===== src/rtl/sevenseg_pkg.sv =====
// Shared constants for seven-segment display paths: segment bit positions,
// the hex glyph table (active-high, bit order {g,f,e,d,c,b,a}) and the blank glyph.
package sevenseg_pkg;

  localparam int SEG_A = 0;
  localparam int SEG_B = 1;
  localparam int SEG_C = 2;
  localparam int SEG_D = 3;
  localparam int SEG_E = 4;
  localparam int SEG_F = 5;
  localparam int SEG_G = 6;

  // All segments dark, active-high.
  localparam logic [6:0] SEG_BLANK = 7'h00;

  // Packed so that SEG_TABLE[n] is the glyph for nibble n (index 15 is leftmost).
  localparam logic [15:0][6:0] SEG_TABLE = {
    7'h71, 7'h79, 7'h5E, 7'h39,  // F E d C
    7'h7C, 7'h77, 7'h6F, 7'h7F,  // b A 9 8
    7'h07, 7'h7D, 7'h6D, 7'h66,  // 7 6 5 4
    7'h4F, 7'h5B, 7'h06, 7'h3F   // 3 2 1 0
  };

endpackage


===== src/rtl/hex7seg_decoder.sv =====
// Combinational hex nibble to active-high {g,f,e,d,c,b,a} segment pattern.
// Kept polarity-neutral so any display path can reuse it.
module hex7seg_decoder
  import sevenseg_pkg::*;
(
  input  logic [3:0] nibble,
  output logic [6:0] seg
);

  // Table lookup of the glyph for the selected nibble.
  always_comb begin
    seg = SEG_TABLE[nibble];
  end

endmodule


===== src/rtl/sevenseg_scan_driver.sv =====
// Time-multiplexed seven-segment scan driver with a double-buffered input
// (new data becomes visible only at a frame boundary), per-digit enable,
// optional leading-zero blanking and configurable pin polarities.
module sevenseg_scan_driver
  import sevenseg_pkg::*;
#(
  parameter int NUM_DIGITS     = 4,
  parameter int REFRESH_DIV    = 50000,
  parameter int SEG_ACTIVE_LOW = 1,
  parameter int AN_ACTIVE_LOW  = 1,
  parameter int LZ_BLANK       = 0
) (
  input  logic                    clk,
  input  logic                    rst_n,
  input  logic [4*NUM_DIGITS-1:0] digits_in,
  input  logic [NUM_DIGITS-1:0]   dp_in,
  input  logic [NUM_DIGITS-1:0]   digit_en,
  input  logic                    load,
  output logic [6:0]              seg,
  output logic                    dp,
  output logic [NUM_DIGITS-1:0]   an,
  output logic                    frame_done,
  output logic                    update_pending
);

  localparam int CNT_W = (REFRESH_DIV > 1) ? $clog2(REFRESH_DIV) : 1;
  localparam int IDX_W = (NUM_DIGITS > 1) ? $clog2(NUM_DIGITS) : 1;
  localparam logic [CNT_W-1:0] CNT_LAST = CNT_W'(REFRESH_DIV - 1);
  localparam logic [IDX_W-1:0] IDX_LAST = IDX_W'(NUM_DIGITS - 1);
  localparam logic             SEG_INV  = (SEG_ACTIVE_LOW != 0);
  localparam logic             AN_INV   = (AN_ACTIVE_LOW != 0);
  localparam logic             LZ_ON    = (LZ_BLANK != 0);
  // Unlit / unselected pin levels after polarity.
  localparam logic [6:0]            SEG_OFF = SEG_INV ? 7'h7F : 7'h00;
  localparam logic                  DP_OFF  = SEG_INV;
  localparam logic [NUM_DIGITS-1:0] AN_OFF  = AN_INV ? {NUM_DIGITS{1'b1}} : {NUM_DIGITS{1'b0}};

  logic [CNT_W-1:0]        cnt_q, cnt_d;
  logic [IDX_W-1:0]        idx_q, idx_d;
  logic [4*NUM_DIGITS-1:0] sh_digits_q, sh_digits_d, act_digits_q, act_digits_d;
  logic [NUM_DIGITS-1:0]   sh_dp_q, sh_dp_d, act_dp_q, act_dp_d;
  logic [NUM_DIGITS-1:0]   sh_en_q, sh_en_d, act_en_q, act_en_d;
  logic                    pending_q, pending_d;
  logic                    frame_done_q, frame_done_d;
  logic [6:0]              seg_q, seg_d;
  logic                    dp_q, dp_d;
  logic [NUM_DIGITS-1:0]   an_q, an_d;

  logic                  tick_s, wrap_s;
  logic [NUM_DIGITS-1:0] sel_s, lz_s;
  logic [3:0]            cur_nib_s;
  logic                  cur_dp_s, cur_blank_s;
  logic [6:0]            cur_seg_s;

  // Prescaler and digit index: the index advances once per REFRESH_DIV clocks.
  always_comb begin
    tick_s = (cnt_q == CNT_LAST);
    wrap_s = tick_s && (idx_q == IDX_LAST);
    cnt_d  = tick_s ? {CNT_W{1'b0}} : cnt_q + {{(CNT_W-1){1'b0}}, 1'b1};
    if (wrap_s) begin
      idx_d = {IDX_W{1'b0}};
    end else if (tick_s) begin
      idx_d = idx_q + {{(IDX_W-1){1'b0}}, 1'b1};
    end else begin
      idx_d = idx_q;
    end
    frame_done_d = wrap_s;
  end

  // Shadow/active buffering: a load parks data in the shadow until the frame
  // boundary; a load landing exactly on the boundary bypasses the shadow.
  always_comb begin
    sh_digits_d  = sh_digits_q;
    sh_dp_d      = sh_dp_q;
    sh_en_d      = sh_en_q;
    act_digits_d = act_digits_q;
    act_dp_d     = act_dp_q;
    act_en_d     = act_en_q;
    pending_d    = pending_q;
    if (load) begin
      sh_digits_d = digits_in;
      sh_dp_d     = dp_in;
      sh_en_d     = digit_en;
    end else begin
      sh_digits_d = sh_digits_q;
    end
    if (wrap_s && load) begin
      act_digits_d = digits_in;
      act_dp_d     = dp_in;
      act_en_d     = digit_en;
      pending_d    = 1'b0;
    end else if (wrap_s && pending_q) begin
      act_digits_d = sh_digits_q;
      act_dp_d     = sh_dp_q;
      act_en_d     = sh_en_q;
      pending_d    = 1'b0;
    end else if (load) begin
      pending_d    = 1'b1;
    end else begin
      pending_d    = pending_q;
    end
  end

  // Current-slot selection and leading-zero detection. A digit is a leading
  // zero when it and every enabled digit above it are 0; disabled digits above
  // are transparent. Digit 0 is never treated as a leading zero.
  always_comb begin
    logic zero_above;
    zero_above  = 1'b1;
    sel_s       = {NUM_DIGITS{1'b0}};
    lz_s        = {NUM_DIGITS{1'b0}};
    cur_nib_s   = 4'h0;
    cur_dp_s    = 1'b0;
    cur_blank_s = 1'b1;
    for (int i = NUM_DIGITS - 1; i >= 0; i--) begin
      lz_s[i]    = LZ_ON && (i > 0) && zero_above && (act_digits_q[4*i +: 4] == 4'h0);
      zero_above = zero_above && (!act_en_q[i] || (act_digits_q[4*i +: 4] == 4'h0));
    end
    for (int i = 0; i < NUM_DIGITS; i++) begin
      sel_s[i]    = (idx_q == IDX_W'(i));
      cur_nib_s   = cur_nib_s | (act_digits_q[4*i +: 4] & {4{sel_s[i]}});
      cur_dp_s    = cur_dp_s | (act_dp_q[i] & sel_s[i]);
      cur_blank_s = cur_blank_s & ~(sel_s[i] & act_en_q[i] & ~lz_s[i]);
    end
  end

  hex7seg_decoder u_dec (
    .nibble (cur_nib_s),
    .seg    (cur_seg_s)
  );

  // Next output pin levels; polarity is applied only here.
  always_comb begin
    logic [6:0]            seg_hi;
    logic                  dp_hi;
    logic [NUM_DIGITS-1:0] an_hi;
    seg_hi = cur_blank_s ? SEG_BLANK : cur_seg_s;
    dp_hi  = ~cur_blank_s & cur_dp_s;
    an_hi  = cur_blank_s ? {NUM_DIGITS{1'b0}} : sel_s;
    seg_d  = SEG_INV ? ~seg_hi : seg_hi;
    dp_d   = SEG_INV ? ~dp_hi : dp_hi;
    an_d   = AN_INV ? ~an_hi : an_hi;
  end

  // Scan counters and frame pulse.
  always_ff @(posedge clk or negedge rst_n) begin
    if (!rst_n) begin
      cnt_q        <= {CNT_W{1'b0}};
      idx_q        <= {IDX_W{1'b0}};
      frame_done_q <= 1'b0;
    end else begin
      cnt_q        <= cnt_d;
      idx_q        <= idx_d;
      frame_done_q <= frame_done_d;
    end
  end

  // Shadow and active display buffers.
  always_ff @(posedge clk or negedge rst_n) begin
    if (!rst_n) begin
      sh_digits_q  <= {(4*NUM_DIGITS){1'b0}};
      sh_dp_q      <= {NUM_DIGITS{1'b0}};
      sh_en_q      <= {NUM_DIGITS{1'b0}};
      act_digits_q <= {(4*NUM_DIGITS){1'b0}};
      act_dp_q     <= {NUM_DIGITS{1'b0}};
      act_en_q     <= {NUM_DIGITS{1'b0}};
      pending_q    <= 1'b0;
    end else begin
      sh_digits_q  <= sh_digits_d;
      sh_dp_q      <= sh_dp_d;
      sh_en_q      <= sh_en_d;
      act_digits_q <= act_digits_d;
      act_dp_q     <= act_dp_d;
      act_en_q     <= act_en_d;
      pending_q    <= pending_d;
    end
  end

  // Registered display pins; reset parks them at the unlit/unselected level.
  always_ff @(posedge clk or negedge rst_n) begin
    if (!rst_n) begin
      seg_q <= SEG_OFF;
      dp_q  <= DP_OFF;
      an_q  <= AN_OFF;
    end else begin
      seg_q <= seg_d;
      dp_q  <= dp_d;
      an_q  <= an_d;
    end
  end

  assign seg            = seg_q;
  assign dp             = dp_q;
  assign an             = an_q;
  assign frame_done     = frame_done_q;
  assign update_pending = pending_q;

endmodule


===== config.mk =====
export PLATFORM = sky130hd
export DESIGN_NAME = sevenseg_scan_driver
export DESIGN_NICKNAME = d
export VERILOG_FILES = /design/src/rtl/sevenseg_pkg.sv /design/src/rtl/hex7seg_decoder.sv /design/src/rtl/sevenseg_scan_driver.sv
export SDC_FILE = /design/constraint.sdc
export NUM_CORES = 1
export LEC_CHECK = 0
export ABC_CLOCK_PERIOD_IN_PS = 3240
export CORE_MARGIN = 1
export CORE_UTILIZATION = 56
export CTS_CLUSTER_DIAMETER = 80
export DETAILED_ROUTE_END_ITERATION = 8
export GPL_TIMING_DRIVEN = 0
export PLACE_DENSITY = 0.78
export SLEW_MARGIN = 20
export SYNTH_ARGS = -nofsm -noshare
export SYNTH_HDL_FRONTEND = slang
export SYNTH_SLANG_ARGS = --single-unit

===== constraint.sdc =====
create_clock -name clk -period 3.24 [get_ports clk]
set_input_delay 0.972 -clock clk [delete_from_list [all_inputs] [get_ports clk]]
set_output_delay 0.972 -clock clk [all_outputs]
set_load 0.02 [all_outputs]

# Yosys cells after proc, flatten, opt, wreduce, memory -nomap -nowiden
# Memories as Yosys holds them, arrays and structs flattened.
# Index checks and enable logic that the tools add are counted.
[totals] regBits=80 mem_bits_ro=112 input_bits=27 output_inout_bits=14 n_memories=1
[memory_table] name="(name not given)" depth=16 word_bits=7 rd=1 rd_clocked_by_memory_dff=0 wr=0 line="hex7seg_decoder.sv:12" text="seg = SEG_TABLE[nibble];"
[op_classes] add_sub_neg=2 magnitude_cmp=1 eq_ne=4 muxes=15 n_bitwise=30 n_reduce_logical=7
[ops] cell="$mux W16" count=3
[ops] cell="$mux W4" count=5
[ops] cell="$add A16 B1 Y16 const B" count=1
[ops] cell="$and A4 B4 Y4" count=4
[ops] cell="$eq A16 B16 Y1 const B" count=1
[ops] cell="$mux W7" count=2
[ops] cell="$and A1 B1 Y1" count=12
[ops] cell="$or A4 B4 Y4" count=3
[ops] cell="$not A7 Y7" count=1
[ops] cell="$not A1 Y1" count=6
[ops] cell="$lt A4 B5 Y1 const B" count=1
[ops] cell="$eq A2 B2 Y1 const B" count=2
[ops] cell="$mux W2" count=2
[ops] cell="$not A4 Y4" count=1
[ops] cell="$reduce_bool A2 Y1" count=2
[ops] cell="$logic_and A1 B1 Y1" count=3
[ops] cell="$mux W1" count=3
[ops] cell="$or A1 B1 Y1" count=3
[ops] cell="$reduce_bool A3 Y1" count=1
[ops] cell="$add A2 B1 Y2 const B" count=1
[ops] cell="$eq A2 B1 Y1 const B" count=1
[ops] cell="$logic_not A2 Y1" count=1

# Logic depth before layout (Yosys ltp)
[logic_depth] depth_word=9 ltp_mapped=11 ltp_nobuf=10

# Hierarchy
# A second synthesis with hierarchy kept.
[hier_totals] cells_unflattened=321 area_unflattened_um2=3746.1
[by_module_without_submodules] module="sevenseg_scan_driver" n_inst=1 cells_each=288 area_each_um2=3458.3
[by_module_without_submodules] module="hex7seg_decoder" n_inst=1 cells_each=33 area_each_um2=287.8

# Least setup slack after synthesis
# OpenSTA, ideal clock, no wires.
[synth_timing] path_type="register -> register" startpoint="register idx_q[0]" endpoint="register seg_q[3], in the netlist seg[3]" setup_time_ns=0.079 arrival_time_ns=2.312 t_required_ns=3.161 slack_ns=0.849 stages_incl_launch_ff=11 path_buffers=1 synth_period_minus_slack_ns=2.391 path_cell_list="dfrtp_1 -> inv_1 -> ha_1 -> clkbuf_1 -> a22o_1 -> a221oi_1 -> inv_1 -> ha_1 -> o21ai_0 -> and3_1 -> o21ai_0"
[synth_between] elab_chain_cells=9
[synth_lines] item="from (decl)" line="sevenseg_scan_driver.sv:39" text="logic [IDX_W-1:0] idx_q, idx_d;"
[synth_lines] item="from (signal assigned)" line="sevenseg_scan_driver.sv:149" text="idx_q <= {IDX_W{1'b0}};"
[synth_lines] item="from (signal assigned)" line="sevenseg_scan_driver.sv:153" text="idx_q <= idx_d;"
[synth_lines] item="$eq A2 B1 Y1 / $logic_not A2 Y1 (equally long branches)" line="sevenseg_scan_driver.sv:120" text="sel_s[i] = (idx_q == IDX_W'(i));"
[synth_lines] item="$and A4 B4 Y4" line="sevenseg_scan_driver.sv:121" text="cur_nib_s = cur_nib_s | (act_digits_q[4*i +: 4] & {4{sel_s[i]}});"
[synth_lines] item="$or A4 B4 Y4 (3 in series)" line="sevenseg_scan_driver.sv:121"
[synth_lines] item="$mem_v2 Z16 W7"
[synth_lines] item="$mux W7 (implied by the code)" line="hex7seg_decoder.sv:12"
[synth_lines] item="$mux W7 (*)" line="sevenseg_scan_driver.sv:137" text="seg_hi = cur_blank_s ? SEG_BLANK : cur_seg_s;"
[synth_lines] item="$not A7 Y7 (*)" line="sevenseg_scan_driver.sv:140" text="seg_d = SEG_INV ? ~seg_hi : seg_hi;"
[synth_lines] item="named net seg_d[3]" line="sevenseg_scan_driver.sv:45" text="logic [6:0] seg_q, seg_d;"
[synth_lines] item="to (signal assigned)" line="sevenseg_scan_driver.sv:186" text="seg_q <= seg_d;"
[synth_lines] item="to (decl)" line="sevenseg_scan_driver.sv:45"
# The timed path passes the listed nets; every way through them passes the cells marked *. The select of a mux whose other input is x is not followed.
# A chain may end at the register's enable or synchronous reset.

# Worst setup path in the final report
# Same ends and word-level chain as after synthesis.

==> impl_metrics.py <==
metrics = {
    "drt": {
        "wl_per_cell_microns": 16.19,
        "first_pass_iters": 7,
        "ant_nets": 0,
        "drc": 4,
        "viasPerCell": 5.739,
        "routed_wl_microns": 7642,
        "drt_iter0_markers": 119,
        "vias": 2709,
    },
    "cts": {
        "post_cts_buffers": 0,
        "cts.clk_slew.worst_paths_ns": 0.08,
        "clock_latency_ns": 0.35,
        "clock-root-buffer": "clkbuf_8",
        "clock_sinks": 80,
        "hold_buffers": 0,
        "cts_buffer_depth": 2,
        "cts_tree": "yes",
        "cts.repair.resized": 0,
        "cts_buffers": 9,
        "htreeDepth": 3,
    },
    "timing": {
        "rsz0062_at_grt": "no",
        "worstMarginPinSlew_ns": 0.8088,
        "fin_worst_skew_ns": 0.004589,
        "finalHoldViolations": 0,
        "setup_violations": 0,
        "fin_crit_sh_pct": 91.22,
        "hold_slack_ns": 0.4955,
        "max-slew-margin-rel_pct": 45.58,
        "maxSlewViolCount": 0,
        "fmax_ghz": 0.3383,
        "period_minus_slack_ns": 2.956,
    },
    "yosys": {
        "yosys.area.top_type": "dfrtp_1",
        "ys_warn_count": 0,
        "synth_top_area_share_pct": 45.33,
        "async_flop_share_pct": 100.0,
        "ys.flop_type": "dfrtp_1",
        "synth-seq-cells": 80,
        "yosysSeqAreaShare_pct": 53.73,
        "synth_cells": 338,
        "synth-edff-count": 0,
        "yosys.cell_types.count": 40,
        "syn-cell-area_sq_um": 3754,
        "synthTopCellsByCount": "dfrtp_1 (68), nand2_1 (51), inv_1 (21)",
        "synth_most_common_cell": "dfrtp_1",
        "avgSynthCellArea_sq_um": 11.11,
        "synthTopCellsByArea": "dfrtp_1 (45%), dfstp_2 (8.4%), nand2_1 (5.1%)",
        "synth_nets": 376,
    },
    "flow_run": {
        "cap_violations": 0,
    },
    "grt": {
        "grt_pass1_wl_microns": 13230,
        "overflow": 0,
        "grt_usage_pct": 24.38,
        "antenna_found_initial": 0,
        "grt_pass1_vias": 2795,
        "grt_max_degree": 49,
    },
    "placement": {
        "dp.final_hpwl_microns": 5461,
        "gp_routability_congestion": 0.8756,
        "dp.cells": 456,
        "portBuffers": 40,
    },
    "min_path": {
        "hold_class": "flip-flop to flip-flop",
    },
    "floorplanning": {
        "die_x_microns": 83.87,
        "start_util_pct": 58.45,
        "ios": 41,
        "die_area_sq_um": 7034,
        "core-area_sq_um": 6422,
        "rows": 29,
        "die_y_microns": 83.87,
    },
    "worst_setup_path": {
        "startpoint_type": "flip-flop",
        "crit_type": "flip-flop to flip-flop",
        "worstPathArrival_ns": 3.23,
        "cp-end-kind": "flip-flop",
        "crit_required_ns": 3.52,
        "cp_max_fo": 9,
    },
    "status": {
        "violations": "DRC",
        "status": "finished, violations left",
    },
    "finish": {
        "antenna_cells": 0,
        "drive_above_1_share_pct": 15.95,
        "area_delta_synth_final_pct": 19.77,
        "final_cells": 472,
        "final_nets": 428,
    },
    "power": {
        "power.leakage_uw": 0.001999,
        "power_density_nw_per_um2": 439.1,
        "max-vdd-ir-drop_mv": 0.3013,
    },
}
## final cells by class
cell class	count	area, sq um
Multi-Input combinational cell	220	1582
Buffer	17	76.32
Tap cell	77	96.34
Clock buffer	9	123.9
Inverter	21	78.83
Timing Repair Buffer	41	425.4
Fill cell	498	1927
Sequential cell	80	2017
Clock inverter	7	96.34
## cell usage in the layout, fill, tap and decap left out, drive strengths merged, types with 2 or more instances in the layout
master | Yosys | routed
a211oi | 3 | 3
a21oi | 3 | 3
a22o | 5 | 5
a22oi | 10 | 10
and3 | 5 | 5
and4 | 2 | 2
and4bb | 2 | 2
buf | 6 | 8
bufinv | 0 | 2
clkbuf | 11 | 20
clkdlybuf4s50 | 0 | 39
clkinv | 0 | 2
clkinvlp | 0 | 3
dfrtp | 68 | 68
dfstp | 12 | 12
ha | 11 | 11
inv | 21 | 21
mux2 | 25 | 25
nand2 | 51 | 51
nand3 | 10 | 10
nand4 | 2 | 2
nor2 | 14 | 14
nor2b | 2 | 2
nor3 | 5 | 5
nor4 | 3 | 3
o211ai | 13 | 13
o21ai | 17 | 17
o221ai | 2 | 2
o2bb2a | 12 | 12
o311ai | 2 | 2
xnor2 | 7 | 7
xor2 | 5 | 5
## registers in the layout, summed over array words and instances (netlist names), 2 cells and up
register	flops
act_digits_q	16
cnt_q	16
sh_digits_q	16
seg	7
act_dp_q	4
act_en_q	4
an	4
sh_dp_q	4
sh_en_q	4
idx_q	2
## layer usage
layer  GRT usage [%]  wire length [microns]
met5               0                      0
met4           10.66                    134
met3           3.858                    305
met2           40.76                   3786
met1           31.52                   3416
## cell families after synthesis
family | synth area share, %
AND/OR/NAND/NOR | 12.60
adder cells (fa/ha/maj) | 3.667
buffers and inverters | 4.133
XOR/XNOR | 2.800
multiplexers | 8.767
AO/OA/AOI/OAI | 14.30
flip-flops | 53.73
## final timing paths
path,from,to,slack (ns),depth (start not counted)
worst max register to register,idx_q[0],seg[3],0.28,10
max in group asynchronous,rst_n,act_digits_q[8],2.11,2
worst max-delay path,idx_q[0],seg[3],0.28,10
worst min register to register,cnt_q[10],cnt_q[10],0.50,1
worst min-delay path,cnt_q[10],cnt_q[10],0.50,1
min in group asynchronous,rst_n,cnt_q[5],0.56,1
## critical path, cell delays in order (launching register included)
cell and delay (ns):
dfrtp_1 0.41, inv_1 0.09, ha_1 0.19, clkbuf_1 0.25, a22o_1 0.32, a221oi_1 0.64
inv_1 0.20, ha_1 0.36, o21ai_0 0.10, and3_1 0.18, o21ai_0 0.14
## where the power goes
part           internal, uW  switching (uW)
combinational          64.2            61.3
sequential             1030            15.1
clock                   433             366
total                  1530             443
## through the flow
stage / setup TNS (ns) / utilization (%) / total power, uW / worst slack [ns] / area, sq um
after floorplan: 0 / - / 1120 / 0.8490 / 3754
after global placement: -109.11 / 66.18 / 1187 / -1.503 / 4250
after detailed placement: 0 / 66.57 / 1196 / 0.1793 / 4275
after CTS: 0 / 70.00 / 1989 / 0.2704 / 4496
after global routing: 0 / 70.00 / 2049 / 0.04760 / 4496
final: 0 / 70.00 / 1974 / 0.2845 / 4496
(Power assumes the default switching activity.)
